$ cat src/rtl/axis_lrelu_config_sequencer_pkg.sv
// Shared constants for the LReLU input sequencer: FSM encoding, default
// burst-size parameters and sideband bit placement.
package axis_lrelu_config_sequencer_pkg;

    localparam int DEF_BITS_KERNEL_H = 2;
    localparam int DEF_CFG_BEATS_K1  = 4;
    localparam int DEF_CFG_BEATS_K3  = 8;

    localparam logic [1:0] CFG_FIRST = 2'd0;
    localparam logic [1:0] CFG_REST  = 2'd1;
    localparam logic [1:0] DATA      = 2'd2;

    typedef enum logic [1:0] {
        ST_CFG_FIRST = CFG_FIRST,
        ST_CFG_REST  = CFG_REST,
        ST_DATA      = DATA
    } seq_state_e;

    // is_config sits directly above the source tuser bits on the merged stream
    function automatic int is_config_bit(input int tuser_width);
        return tuser_width;
    endfunction

    function automatic int cfg_cnt_width(input int beats_a, input int beats_b);
        int max_beats;
        max_beats = (beats_a > beats_b) ? beats_a : beats_b;
        return (max_beats > 2) ? $clog2(max_beats) : 1;
    endfunction

endpackage

$ cat src/rtl/axis_lrelu_config_sequencer_skid.sv
// Two-entry AXI-Stream slice with a registered upstream ready; output is
// always driven from a register and held stable while stalled.
module axis_skid_buffer #(
    parameter int WIDTH = 8
) (
    input  logic             clk_i,
    input  logic             rst_ni,
    input  logic             s_valid_i,
    output logic             s_ready_o,
    input  logic [WIDTH-1:0] s_data_i,
    output logic             m_valid_o,
    input  logic             m_ready_i,
    output logic [WIDTH-1:0] m_data_o
);

    logic             out_valid_q, out_valid_d;
    logic [WIDTH-1:0] out_data_q, out_data_d;
    logic             skid_valid_q, skid_valid_d;
    logic [WIDTH-1:0] skid_data_q, skid_data_d;
    logic             ready_q, ready_d;
    logic             in_hs;
    logic             out_free;

    assign in_hs    = s_valid_i & ready_q;
    assign out_free = ~out_valid_q | m_ready_i;

    always_comb begin
        out_valid_d  = out_valid_q;
        out_data_d   = out_data_q;
        skid_valid_d = skid_valid_q;
        skid_data_d  = skid_data_q;
        if (out_free) begin
            if (skid_valid_q) begin
                out_valid_d  = 1'b1;
                out_data_d   = skid_data_q;
                skid_valid_d = in_hs;
                if (in_hs) begin
                    skid_data_d = s_data_i;
                end
            end else begin
                out_valid_d = in_hs;
                if (in_hs) begin
                    out_data_d = s_data_i;
                end
            end
        end else if (in_hs) begin
            // Output stalled: park the beat accepted on the strength of last cycle's ready
            skid_valid_d = 1'b1;
            skid_data_d  = s_data_i;
        end
        ready_d = ~skid_valid_d;
    end

    always_ff @(posedge clk_i or negedge rst_ni) begin
        if (!rst_ni) begin
            out_valid_q  <= 1'b0;
            out_data_q   <= '0;
            skid_valid_q <= 1'b0;
            skid_data_q  <= '0;
            ready_q      <= 1'b0;
        end else begin
            out_valid_q  <= out_valid_d;
            out_data_q   <= out_data_d;
            skid_valid_q <= skid_valid_d;
            skid_data_q  <= skid_data_d;
            ready_q      <= ready_d;
        end
    end

    assign s_ready_o = ready_q;
    assign m_valid_o = out_valid_q;
    assign m_data_o  = out_data_q;

endmodule

$ cat src/rtl/axis_lrelu_config_sequencer.sv
// Merges the config and data streams into the interleaved stream the LReLU
// engine expects: a kh_1-sized config burst, then data up to tlast.
module axis_lrelu_config_sequencer
    import axis_lrelu_config_sequencer_pkg::*;
#(
    parameter int DATA_WIDTH    = 512,
    parameter int TUSER_WIDTH   = 8,
    parameter int BITS_KERNEL_H = DEF_BITS_KERNEL_H,
    parameter int CFG_BEATS_K1  = DEF_CFG_BEATS_K1,
    parameter int CFG_BEATS_K3  = DEF_CFG_BEATS_K3,
    parameter int ITER_WIDTH    = 16
) (
    input  logic                   aclk,
    input  logic                   aresetn,
    input  logic                   s_cfg_tvalid,
    output logic                   s_cfg_tready,
    input  logic [DATA_WIDTH-1:0]  s_cfg_tdata,
    input  logic [TUSER_WIDTH-1:0] s_cfg_tuser,
    input  logic                   s_dat_tvalid,
    output logic                   s_dat_tready,
    input  logic [DATA_WIDTH-1:0]  s_dat_tdata,
    input  logic [TUSER_WIDTH-1:0] s_dat_tuser,
    input  logic                   s_dat_tlast,
    output logic                   m_axis_tvalid,
    input  logic                   m_axis_tready,
    output logic [DATA_WIDTH-1:0]  m_axis_tdata,
    output logic [TUSER_WIDTH:0]   m_axis_tuser,
    output logic                   m_axis_tlast,
    output logic [ITER_WIDTH-1:0]  iter_count,
    output logic [1:0]             debug_state
);

    localparam int MUSER_W    = TUSER_WIDTH + 1;
    localparam int IS_CFG_BIT = is_config_bit(TUSER_WIDTH);
    localparam int SKID_W     = DATA_WIDTH + TUSER_WIDTH + 2;
    localparam int CNT_W      = cfg_cnt_width(CFG_BEATS_K1, CFG_BEATS_K3);

    localparam bit               K1_SINGLE = (CFG_BEATS_K1 == 1);
    localparam bit               K3_SINGLE = (CFG_BEATS_K3 == 1);
    localparam logic [CNT_W-1:0] LOAD_K1   = CNT_W'(K1_SINGLE ? 0 : CFG_BEATS_K1 - 2);
    localparam logic [CNT_W-1:0] LOAD_K3   = CNT_W'(K3_SINGLE ? 0 : CFG_BEATS_K3 - 2);

    if (CFG_BEATS_K1 < 1 || CFG_BEATS_K3 < 1) begin : g_bad_beats
        $error("CFG_BEATS_K1 and CFG_BEATS_K3 must both be at least 1");
    end
    if (BITS_KERNEL_H < 1 || BITS_KERNEL_H > TUSER_WIDTH) begin : g_bad_kh
        $error("BITS_KERNEL_H must fit inside TUSER_WIDTH");
    end

    seq_state_e            state_q, state_d;
    logic [CNT_W-1:0]      cfg_cnt_q, cfg_cnt_d;
    logic [ITER_WIDTH-1:0] iter_q, iter_d;

    logic                     skid_ready;
    logic                     skid_in_valid;
    logic [SKID_W-1:0]        skid_in_data;
    logic [SKID_W-1:0]        skid_out_data;
    logic                     cfg_sel;
    logic                     cfg_hs;
    logic                     dat_hs;
    logic [BITS_KERNEL_H-1:0] kh_1;
    logic [MUSER_W-1:0]       cfg_user;
    logic [MUSER_W-1:0]       dat_user;

    // Only the stream owned by the current phase ever sees ready
    assign cfg_sel      = (state_q != ST_DATA);
    assign s_cfg_tready = skid_ready & cfg_sel;
    assign s_dat_tready = skid_ready & ~cfg_sel;
    assign cfg_hs       = s_cfg_tvalid & s_cfg_tready;
    assign dat_hs       = s_dat_tvalid & s_dat_tready;
    assign kh_1         = s_cfg_tuser[BITS_KERNEL_H-1:0];

    always_comb begin
        state_d   = state_q;
        cfg_cnt_d = cfg_cnt_q;
        iter_d    = iter_q;
        case (state_q)
            ST_CFG_FIRST: begin
                if (cfg_hs) begin
                    if (kh_1 == '0) begin
                        state_d   = K1_SINGLE ? ST_DATA : ST_CFG_REST;
                        cfg_cnt_d = K1_SINGLE ? cfg_cnt_q : LOAD_K1;
                    end else begin
                        state_d   = K3_SINGLE ? ST_DATA : ST_CFG_REST;
                        cfg_cnt_d = K3_SINGLE ? cfg_cnt_q : LOAD_K3;
                    end
                end
            end
            ST_CFG_REST: begin
                if (cfg_hs) begin
                    if (cfg_cnt_q == '0) begin
                        state_d = ST_DATA;
                    end else begin
                        cfg_cnt_d = cfg_cnt_q - 1'b1;
                    end
                end
            end
            ST_DATA: begin
                if (dat_hs && s_dat_tlast) begin
                    state_d = ST_CFG_FIRST;
                    iter_d  = iter_q + 1'b1;
                end
            end
            default: state_d = ST_CFG_FIRST;
        endcase
    end

    always_ff @(posedge aclk or negedge aresetn) begin
        if (!aresetn) begin
            state_q   <= ST_CFG_FIRST;
            cfg_cnt_q <= '0;
            iter_q    <= '0;
        end else begin
            state_q   <= state_d;
            cfg_cnt_q <= cfg_cnt_d;
            iter_q    <= iter_d;
        end
    end

    always_comb begin
        cfg_user                      = '0;
        cfg_user[TUSER_WIDTH-1:0]     = s_cfg_tuser;
        cfg_user[IS_CFG_BIT]          = 1'b1;
        dat_user                      = '0;
        dat_user[TUSER_WIDTH-1:0]     = s_dat_tuser;
    end

    // Skid word layout: {tlast, tuser_with_is_config, tdata}
    assign skid_in_valid = cfg_sel ? s_cfg_tvalid : s_dat_tvalid;
    assign skid_in_data  = cfg_sel ? {1'b0, cfg_user, s_cfg_tdata}
                                   : {s_dat_tlast, dat_user, s_dat_tdata};

    axis_skid_buffer #(
        .WIDTH(SKID_W)
    ) u_skid (
        .clk_i    (aclk),
        .rst_ni   (aresetn),
        .s_valid_i(skid_in_valid),
        .s_ready_o(skid_ready),
        .s_data_i (skid_in_data),
        .m_valid_o(m_axis_tvalid),
        .m_ready_i(m_axis_tready),
        .m_data_o (skid_out_data)
    );

    assign m_axis_tdata = skid_out_data[DATA_WIDTH-1:0];
    assign m_axis_tuser = skid_out_data[DATA_WIDTH +: MUSER_W];
    assign m_axis_tlast = skid_out_data[SKID_W-1];
    assign iter_count   = iter_q;
    assign debug_state  = state_q;

endmodule

$ cat config.mk
export PLATFORM = sky130hd
export DESIGN_NAME = axis_lrelu_config_sequencer
export DESIGN_NICKNAME = d
export VERILOG_FILES = /design/src/rtl/axis_lrelu_config_sequencer_pkg.sv /design/src/rtl/axis_lrelu_config_sequencer_skid.sv /design/src/rtl/axis_lrelu_config_sequencer.sv
export SDC_FILE = /design/constraint.sdc
export NUM_CORES = 2
export LEC_CHECK = 0
export ABC_AREA = 0
export CAP_MARGIN = 20
export CORE_AREA = 2 2 619 621
export DETAILED_ROUTE_END_ITERATION = 6
export DIE_AREA = 0 0 621 623
export PLACE_DENSITY = 0.33
export SETUP_SLACK_MARGIN = 0.5
export SYNTH_ARGS = -nofsm -noshare
export SYNTH_HDL_FRONTEND = slang
export SYNTH_SLANG_ARGS = --single-unit
$ cat constraint.sdc
create_clock -name aclk -period 6 [get_ports aclk]
set_input_delay 0.9 -clock aclk [delete_from_list [all_inputs] [get_ports aclk]]
set_output_delay 0.9 -clock aclk [all_outputs]
set_load 0.05 [all_outputs]
==> metrics <==
PwrDens 567 mW/mm²; clk slew on worst S/H paths 0.06 ns; clock skew 0.0754 ns; Overall Global Routing Usage 17.1%; worst-skew pair later-pin latency 0.84 ns; initial antenna violation count 147; Final Setup Violations 0; worst slew pin tran 1.19 ns; DP HPWL 243 mm; Max Cap Viol 0; post-synth net total 6610; kind of critical path reg2out; P_sw 22600 µW; unrepaired setup endpoints after global routing no; Routed WL 348 mm; leakage 0.0267 µW; cells on worst reg2reg path 5; crit path time final 4.18 ns; CTS Hold Bufs 0; final design utilization 21.4%; ranking of synthesized cells by area dfrtp_1 (48%), mux2i_1 (9.3%), a211oi_1 (7.0%), nor3b_1 (7.0%), nand4_1 (5.9%); ys flop type dfrtp_1; gpl congestion 0.951; Layout area overhead 46.2%; share of the synthesized area in the top cell type 47.9%; # port buffers 1588; async set-reset flop share out of synthesis 100%; Sw Share 48.9%; top post-synthesis cells by count dfrtp_1 (1068), a21oi_1 (524), a211oi_1 (523), nand4_1 (523), o22ai_1 (522); crit-path cells nor2b_4, buf_12, nor2_1, clkdlybuf4s50_1; outcome completed; DRT antenna net count 0; count leader, synth dfrtp_1; worst vdd ir 341 µV; nets 7736; hold_ws 0.0887 ns; Netlist cell types 37; fmax 239 MHz; Filler Cells Inserted 41100; Seq/Total Area, Yosys 47.9%; setup bufs post-CTS 0; FF+latch count, synth 1068; final slew viol count 0; drt wl/cell 29.3 µm; Setup TNS Final 0 ns; final period utilization 69.6%; row count 227; Post-Synthesis Mean Instance Area 10.0 µm²; yosys warns 0; number of global-route vias before repair 55900; hold crit path type in2async; Int Pwr 23700 µW; worst-path maximum fanout 41; CP Capture Type primary output; DRC 0; clock power share 19.2%; Syn Std Cell Area 0.0558 mm²; number of synthesized flops with an enable pin 0; Max stage delay cell, worst path clkdlybuf4s50_1; die area 0.387 mm²; first-pass GRT wire length 477 mm; Comb pwr share 51.7%; total gr overflow 0; Fin. Hold Viols 0; largest net degree at the start of global routing 202; initial drt markers 4206; H-tree levels 4; CTS tree yes; via count 56400; Multi-input gate area 0.0261 mm²; CP startpoint kind flip-flop; CORE AREA 0.381 mm²; first drt pass iteration count 5; width of the die 621 µm; clk sinks 1068; Yosys top cell by area dfrtp_1; CTS Buf Count 152; Critical Path RT 5.10 ns; Mapped Cells 5561; Top-Level Pins 1589; CP arrival 3.28 ns; Chip Height 623 µm; Starting Density 14.7%; crit-path max cell delay 0.71 ns; share of post-route cells with drive strength above 1 5.35%; CTS resizes 0; Root Buffer clkbuf_16; Flop pwr share 29.1%; CTS Buffer Depth 4; mean number of vias per cell 4.75; FF/Latch Area 0.0267 mm²; Rel. slew slack 20.7%
## power groups by stage
| stage | sequential [µW] | clock [µW] | combinational [µW] |
|---|---|---|---|
| after detailed placement | 13500 | 0 | 24200 |
| after floorplan | 19100 | 0 | 8350 |
| after global routing | 13900 | 9520 | 25300 |
| after CTS | 13400 | 9270 | 24200 |
| after global placement | 13300 | 0 | 23900 |
| final | 13500 | 8890 | 23900 |
## cell usage in the layout, fill, tap and decap left out, types with 2 or more instances in the layout
master and n:
clkinv_8 3, nand2_1 12, nand4_1 523, nor3b_1 520, mux2i_1 521, a21oi_1 524
a211oi_1 523, xor2_1 6, buf_12 59, mux2_2 3, clkinv_4 6, nand3_1 7
o22ai_1 522, inv_1 5, clkinv_2 9, a31oi_1 521, clkbuf_8 31, nor2b_1 2
nand3b_1 2, buf_4 79, and3_1 4, inv_16 2, diode_2 40, ha_1 3
nor4_1 2, dfrtp_4 2, nor2_1 7, a21o_1 2, clkdlybuf4s50_1 1586, clkbuf_16 156
dfrtp_1 1066, clkbuf_1 43, clkinvlp_4 2, xnor2_1 9, and4_1 2, nor3_1 4
nand2_4 2
## worst paths after layout
path,slack (ns),start,end
setup / recovery,1.82,debug_state[0],s_cfg_tready
hold / removal,0.09,aresetn,u_skid.m_data_o[77]
setup reg to reg,2.44,debug_state[0],u_skid.m_data_o[458]
hold reg to reg,0.50,iter_count[13],iter_count[13]
max in group asynchronous,4.51,aresetn,u_skid.skid_data_q[30]
min in group aclk,0.50,iter_count[13],iter_count[13]
## layout make-up
type / instances / area share, %
diodes: 40 / 0.123
multi-input cells: 3734 / 31.9
flip-flops and latches: 1068 / 32.8
inverters: 5 / 0.0230
clock buffers: 230 / 5.50
well taps: 5038 / 7.72
clock inverters: 23 / 0.284
repair buffers: 1726 / 21.7
## state kept, by name, summed over array words and instances, names as in the netlist
register / cells
cfg_cnt_q: 3
debug_state: 2
iter_count: 16
u_skid.m_data_o: 522
u_skid.m_valid_o: 1
u_skid.s_ready_o: 1
u_skid.skid_data_q: 522
u_skid.skid_valid_q: 1
## critical path, delay by kind of cell (launching register included)
family	cells	cell delay (ns)
flip-flops	1	0.60
AND/OR/NAND/NOR	2	0.72
buffers and inverters	2	1.07
## per-layer routing
layer	global-route usage (%)	share of wire, %	wire, µm	up-vias
li1	-	-	-	24400
met2	30.4	51	177000	2130
met5	0	0.079	276	-
met1	20.5	40	139000	29300
met4	4.74	3.1	10600	44
met3	3.66	6.0	20900	496
## kinds of logic after synthesis
family / after synthesis / synth area share [%]
AOI/OAI and AO/OA: 2097 / 23.5
and+or+nand+nor: 1094 / 13.3
DFF: 1068 / 47.9
buffers and inverters: 759 / 5.55
muxes: 525 / 9.42
xor gates and xnor gates: 15 / 0.235
adders and majority gates: 3 / 0.0673
## stage by stage
step                      total power [µW]  cell area, µm²  worst slack, ns  cells
after floorplan                      27500           55800             2.88   5561
after global placement               37200           76800             1.94  11600
after detailed placement             37700           76800             1.94  11600
after CTS                            46900           81500             1.67  11800
after global routing                 48700           81600             1.70  11900
final                                46300           81600             1.82  11900
(Power assumes the default switching activity.)
